[config.mk]
export PLATFORM = sky130hd
export DESIGN_NAME = vc_input_buffer
export DESIGN_NICKNAME = d
export VERILOG_FILES = /design/src/rtl/vc_input_buffer.sv
export SDC_FILE = /design/constraint.sdc
export NUM_CORES = 1
export LEC_CHECK = 0
export BUFFER_PORTS_ARGS = -buffer_cell sky130_fd_sc_hd__buf_2
export CORE_MARGIN = 10
export CORE_UTILIZATION = 30
export CTS_CLUSTER_DIAMETER = 100
export DETAILED_ROUTE_END_ITERATION = 10
export PLACE_DENSITY_LB_ADDON = 0.15
export SYNTH_ARGS = -nofsm -noshare
export SYNTH_HDL_FRONTEND = slang
export SYNTH_SLANG_ARGS = --single-unit
[constraint.sdc]
create_clock -name clk -period 5.3 [get_ports clk]
set_input_delay 0.265 -clock clk [delete_from_list [all_inputs] [get_ports clk]]
set_output_delay 0.265 -clock clk [all_outputs]
set_load 0.005 [all_outputs]
[src/rtl/vc_input_buffer.sv]
// Virtual-channel input buffer: one circular FIFO per VC, combinational head, registered credit return.
// Define VC_INPUT_BUFFER_CREDIT_BATCH_EN to batch credits per VC instead of one pulse per pop.
module vc_input_buffer #(
    parameter int NUM_VCS     = 2,
    parameter int BUFFER_SIZE = 8,
    parameter int FLIT_WIDTH  = 32,
    localparam int VC_W       = (NUM_VCS > 1) ? $clog2(NUM_VCS) : 1
) (
    input  logic                                clk,
    input  logic                                n_rst,
    input  logic                                in_valid,
    input  logic [FLIT_WIDTH-1:0]               in_flit,
    input  logic [VC_W-1:0]                     in_vc,
    input  logic [NUM_VCS-1:0]                  pop,
    output logic [NUM_VCS-1:0][FLIT_WIDTH-1:0]  head,
    output logic [NUM_VCS-1:0]                  empty,
    output logic [NUM_VCS-1:0]                  credit_out,
    output logic                                overflow_err
);

    localparam int PTR_W = $clog2(BUFFER_SIZE);
    localparam int CNT_W = $clog2(BUFFER_SIZE + 1);
    localparam logic [PTR_W-1:0] LAST_PTR = PTR_W'(BUFFER_SIZE - 1);
    localparam logic [CNT_W-1:0] FULL_CNT = CNT_W'(BUFFER_SIZE);

    logic [NUM_VCS-1:0] drop;

    for (genvar v = 0; v < NUM_VCS; v++) begin : g_vc
        logic [FLIT_WIDTH-1:0] mem [BUFFER_SIZE];
        logic [PTR_W-1:0]      rd_ptr;
        logic [PTR_W-1:0]      wr_ptr;
        logic [CNT_W-1:0]      count;
        logic                  credit_q;
        logic                  is_empty;
        logic                  is_full;
        logic                  push_req;
        logic                  pop_ok;
        logic                  push_ok;

        assign is_empty = (count == '0);
        assign is_full  = (count == FULL_CNT);
        assign push_req = in_valid && (in_vc == VC_W'(v));
        assign pop_ok   = pop[v] && !is_empty;
        // A full FIFO still accepts a push when the same cycle frees the head slot.
        assign push_ok  = push_req && (!is_full || pop_ok);
        assign drop[v]  = push_req && is_full && !pop_ok;

        assign empty[v]      = is_empty;
        assign head[v]       = is_empty ? '0 : mem[rd_ptr];
        assign credit_out[v] = credit_q;

        always_ff @(posedge clk) begin
            if (push_ok) begin
                mem[wr_ptr] <= in_flit;
            end
        end

        always_ff @(posedge clk or negedge n_rst) begin
            if (!n_rst) begin
                rd_ptr <= '0;
                wr_ptr <= '0;
                count  <= '0;
            end else begin
                if (push_ok) begin
                    wr_ptr <= (wr_ptr == LAST_PTR) ? '0 : wr_ptr + PTR_W'(1);
                end
                if (pop_ok) begin
                    rd_ptr <= (rd_ptr == LAST_PTR) ? '0 : rd_ptr + PTR_W'(1);
                end
                if (push_ok && !pop_ok) begin
                    count <= count + CNT_W'(1);
                end else if (pop_ok && !push_ok) begin
                    count <= count - CNT_W'(1);
                end
            end
        end

`ifdef VC_INPUT_BUFFER_CREDIT_BATCH_EN
        localparam int BATCH_T = ((3 * BUFFER_SIZE) / 4 < 1) ? 1 : (3 * BUFFER_SIZE) / 4;
        localparam int BATCH_W = $clog2(BATCH_T + 1);
        localparam logic [BATCH_W-1:0] BATCH_LAST = BATCH_W'(BATCH_T - 1);

        logic [BATCH_W-1:0] batch_cnt;

        // Partial batches are held indefinitely; only a completed batch returns credit.
        always_ff @(posedge clk or negedge n_rst) begin
            if (!n_rst) begin
                batch_cnt <= '0;
                credit_q  <= 1'b0;
            end else if (pop_ok) begin
                if (batch_cnt == BATCH_LAST) begin
                    batch_cnt <= '0;
                    credit_q  <= 1'b1;
                end else begin
                    batch_cnt <= batch_cnt + BATCH_W'(1);
                    credit_q  <= 1'b0;
                end
            end else begin
                credit_q <= 1'b0;
            end
        end
`else
        always_ff @(posedge clk or negedge n_rst) begin
            if (!n_rst) begin
                credit_q <= 1'b0;
            end else begin
                credit_q <= pop_ok;
            end
        end
`endif
    end

    always_ff @(posedge clk or negedge n_rst) begin
        if (!n_rst) begin
            overflow_err <= 1'b0;
        end else if (|drop) begin
            overflow_err <= 1'b1;
        end
    end

endmodule
# Word-level counts from Yosys, hierarchy flattened
# Memory sizes are Yosys's and may differ from the RTL's.
# Index checks and enable logic that the tools add are counted.
dict set report classes {
  add_sub_neg 8
  n_mul 0
  div 0
  magnitude_cmp 0
  n_eq_ne 6
  shifts 0
  n_mux 14
  bitwise 1
  n_reduce_logical 29
}
# cell count
set ops {}
lappend ops {{32-bit 2-to-1 mux} 2}
lappend ops {{4-bit 2-to-1 mux} 4}
lappend ops {{1-bit logical AND} 14}
lappend ops {{3-bit by 1-bit adder with 3-bit output, second input constant} 4}
lappend ops {{3-bit == test, second input constant} 4}
lappend ops {{3-bit 2-to-1 mux} 4}
lappend ops {{4-bit by 1-bit adder with 4-bit output, second input constant} 2}
lappend ops {{4-bit == test, second input constant} 2}
lappend ops {{1-bit zero test} 8}
lappend ops {{4-bit zero test} 2}
lappend ops {{4-bit by 1-bit subtractor with 4-bit output, second input constant} 2}
lappend ops {{1-bit 2-to-1 mux} 4}
lappend ops {{2-bit nonzero test} 2}
lappend ops {{1-bit logical OR} 2}
lappend ops {{2-bit OR reduction} 1}
lappend ops {{1-bit inverter} 1}
dict set report word_totals {
  regBits 23
  latch_bits 0
  ramBits 512
  romBits 0
  input_bits 38
  out_inout_bits 69
  wordCells 69
  n_memories 2
}
# memory words width rd rd_clocked_by_memory_dff wr line_no
set mem_list {}
lappend mem_list {{g_vc[0].mem} 8 32 1 0 1 29} ;# logic [FLIT_WIDTH-1:0] mem [BUFFER_SIZE];
lappend mem_list {{g_vc[1].mem} 8 32 1 0 1 29}

# Logic depth before layout (Yosys ltp)
dict set report depth {
  depth_word 9
  depth_mapped 9
}

# Worst setup path before layout
# Ideal clock, no wire load.
dict set report synth_timing {
  kind {register to register}
  startpoint {register g_vc[1].count[0]}
  endpoint {memory g_vc[1].mem[4][0], enable pin}
  arrival_ns 4.236
  setup_slack_ns 0.562
  stages_incl_launch_ff 5
  path_buffers 1
  cell_sequence {dfrtp_1 > nor3_1 > a31oi_1 > clkbuf_1 > nor4bb_1}
}
dict set report synth_via {
  elab_chain_len 7
}
# item line_no
set synth_lines {}
lappend synth_lines {{start: declaration} 32} ;# logic [CNT_W-1:0] count;
lappend synth_lines {{start signal: assignment} 71} ;# count <= count + CNT_W'(1);
lappend synth_lines {{start signal: assignment} 73} ;# count <= count - CNT_W'(1);
lappend synth_lines {{4-bit zero test} 40} ;# assign is_empty = (count == '0);
lappend synth_lines {{1-bit zero test} 43} ;# assign pop_ok = pop[v] && !is_empty;
lappend synth_lines {{1-bit logical AND} 43}
lappend synth_lines {{1-bit logical OR (*)} 45} ;# assign push_ok = push_req && (!is_full || pop_ok);
lappend synth_lines {{1-bit logical AND (*)} 45}
lappend synth_lines {{via g_vc[1].push_ok} 38} ;# logic push_ok;
lappend synth_lines {{1-bit 2-to-1 mux (*)} 53} ;# if (push_ok) begin
lappend synth_lines {{1-bit 2-to-1 mux (implied by the code) (*)} 54} ;# mem[wr_ptr] <= in_flit;
lappend synth_lines {{end: declaration} 29}
# Mark *: on every way through the listed nets, which the timed path passes. The rest lies on a longest branch.

==> flow_summary.json <==
{
  "rsz0062_at_grt": "false",
  "clock_latency_ps": 610,
  "finalSetupViolCount": 0,
  "timing.critical_path.from_type": "flop",
  "total_wirelength_of_the_detailed_routed_design_mm": 48.1,
  "worst-r2r-cell-count": 8,
  "gp_congestion": 0.669,
  "initial_utilization_pct": 30.5,
  "netlist-cell-type-count": 41,
  "timing.critical_path.slowest_stage_cell": "dfrtp_2",
  "cts_max_path_buffers": 3,
  "final_antenna_net_count": 0,
  "number_of_synthesized_flops_with_an_enable_pin": 512,
  "finalHoldViolations": 0,
  "worstMarginPinSlew_ps": 1000,
  "tritoncts": "built",
  "core_um2": 67500,
  "slowest_delay_ps": 980,
  "synth_area_per_cell_um2": 23.0,
  "power.switching_uw": 3910,
  "synth_cells": 893,
  "numPlacedInstances": 1849,
  "layout_worst_path_cycle_share_pct": 64.9,
  "wl_per_cell_um": 24.5,
  "ys_ff_latch": 535,
  "num_io_pins": 107,
  "maxCapViolations": 0,
  "placed_cell_area_um2": 22300,
  "layout_common_cells": "edfxtp_1 (512), mux4_2 (128), buf_2 (106)",
  "crit_buf_inv": 2,
  "cp_cell_sequence": "buf_4 > mux4_2 > a22o_1 > buf_2",
  "root_buffer": "clkbuf_16",
  "clkPwrFrac_pct": 30.8,
  "finalClockSkew_ps": 12.8,
  "fin_tns_setup_ps": 0,
  "multi_input_area_um2": 4430,
  "htree_num_levels": 2,
  "yosys_warnings": 0,
  "grt_max_degree": 47,
  "netlist_top_cells_area": "edfxtp_1 (75%), mux4_2 (14%), dfrtp_1 (2.8%), a22o_1 (2.7%), ha_1 (0.85%)",
  "drive_above_1_share_pct": 35.1,
  "report.final.slew_viol_count": 0,
  "post_cts_buffers": 0,
  "number_of_global_route_vias_before_repair": 10500,
  "netSwitchingFraction_pct": 29.6,
  "async_flop_share_pct": 4.30,
  "synthesis.nets": 947,
  "postLayoutCoreUtil_pct": 36.0,
  "groute.usage.overall_pct": 12.2,
  "crit_family": "flip-flops",
  "setup.worst_path.end_class": "output port",
  "numPortBuffers": 106,
  "floorplan.die_area_um2": 79400,
  "critical_path_depth": 4,
  "max-vdd-ir-drop_uv": 297,
  "yosysSeqAreaShare_pct": 77.6,
  "nFillCells": 6265,
  "drt_via_density": 4.88,
  "dr.first_iter.drc_count": 639,
  "synthToLayoutAreaGrowth_pct": 18.0,
  "worst_path_class_setup": "flop to output port",
  "netlist.area_leader.share_pct": 74.8,
  "vias": 9585,
  "r2r_slack_ps": 2240,
  "clk_pin_slew_ps": 60,
  "worstPathRequired_ps": 5040,
  "static-leakage-power_uw": 0.00797,
  "finalCriticalPeriod_ps": 3440,
  "grt_first_pass_wirelength_mm": 71.5,
  "register_area_um2": 16000,
  "cellInternalPower_uw": 9310,
  "relative_slew_slack_pct": 33.3,
  "die_w_um": 282,
  "worst-endpoint-arrival_ps": 3180,
  "p_per_area_nw_per_um2": 545,
  "chipHeight_um": 282,
  "ys.flop_type": "edfxtp_1",
  "dr.pass1.iters": 5,
  "critical_path.max_fanout": 37,
  "finish.cell_count_without_fillers": 1964,
  "synth.cell_area_um2": 20600,
  "fmax_mhz": 291,
  "finish.instance_area_um2": 24300,
  "hp-class": "input pin to flop",
  "rows": 95,
  "drt_drc_violations_left": 0,
  "grt_antenna_before_repair": 2,
  "nNetsFinal": 1100,
  "outcome": "completed",
  "hold_path_depth": 1,
  "synth_top_cell_by_area": "edfxtp_1",
  "post-dp-hpwl_mm": 26.6,
  "comb_power_share_pct": 27.5,
  "clkSinkCount": 535,
  "leading_cell_type_in_the_layout_fill_and_taps_excluded": "edfxtp_1",
  "grt_overflow_total": 0,
  "power_frac_seq_pct": 41.7,
  "tritoncts.num_buffers": 58
}
[worst reg2reg max path: stages (launching register included)]
cell and delay (ps):
dfrtp_1 460, nor4_2 620, nand2b_1 310, ha_1 290, inv_1 130, ha_1 360, or4_1 550, o211ai_1 110
o211ai_1 100
[cell families after synthesis]
logic type	count (synthesis)	share of synthesized area, %
DFF	535	77.6
muxes	142	14.8
AOI/OAI and AO/OA	82	3.40
buffers and inverters	57	1.29
and+or+nand+nor	57	1.74
adders and majority gates	16	1.05
xor gates and xnor gates	4	0.170
[layer usage]
| layer | vias to the layer above | part of all wire, % | GRT usage (%) |
|---|---|---|---|
| li1 | 4143 | - | - |
| met1 | 5181 | 47 | 17.2 |
| met2 | 198 | 47 | 19.2 |
| met3 | 63 | 4.9 | 2.63 |
| met4 | 0 | 1.6 | 2.71 |
| met5 | - | 0 | 0 |
[sequential cells by signal, indices dropped and copies added (netlist names)]
signal	flops
g_vc.mem	512
overflow_err	1
g_vc.count	8
g_vc.rd_ptr	6
g_vc.wr_ptr	6
g_vc.credit_q	2
[metrics by stage]
step	power, µW	hold slack [ps]	setup slack [ps]
finish	13200	44.9	1860
global route	14000	17.3	1670
CTS	13500	1.40	1740
detailed placement	9390	308	2230
floorplan	7750	-30.6	562
global placement	9360	303	2310
[area by class of cell]
class	count	share of cell area, %
clock buffers	68	6.40
repair buffers	143	3.48
inverters	7	0.108
well taps	873	4.50
flip-flops and latches	535	65.7
clock inverters	36	1.52
multi-input cells	301	18.2
diodes	1	0.0103
[power by group through the flow]
stage	Combinational, µW	Clock [µW]	Sequential, µW
global route	3990	4370	5600
floorplan	2490	0	5260
finish	3640	4070	5510
CTS	3780	4210	5540
global placement	3750	0	5610
detailed placement	3760	0	5630
[path summary, 6_finish.rpt]
path / to / startpoint
worst max-delay path: head[63] / g_vc[1].rd_ptr[1]
worst min-delay path: g_vc[1].mem[1][15] / in_flit[15]
worst max register to register: g_vc[1].count[3] / g_vc[1].count[0]
worst min register to register: g_vc[1].count[2] / g_vc[1].count[2]
max in group asynchronous: g_vc[0].rd_ptr[0] / n_rst
min in group asynchronous: g_vc[1].rd_ptr[2] / n_rst
[repair_timing]
item	4_1_cts	5_1_grt
hold endpoints to repair	77	0
gates resized for setup	0	0
hold buffers	10	0
[cell usage after synthesis, types with 3 or more instances]
master	number
a21oi_1	4
or3_1	3
a22o_1	64
clkbuf_1	22
nor3_1	4
buf_2	17
dfrtp_1	23
edfxtp_1	512
nand2_1	7
buf_4	6
o211ai_1	4
and3_1	5
buf_1	4
inv_1	7
mux4_2	128
nand3_1	4
nor2_1	9
xnor2_1	4
mux2_2	11
nor2b_1	4
and4b_1	6
o21ai_0	3
ha_1	14
Note: power is estimated with default switching activity, not from simulation.
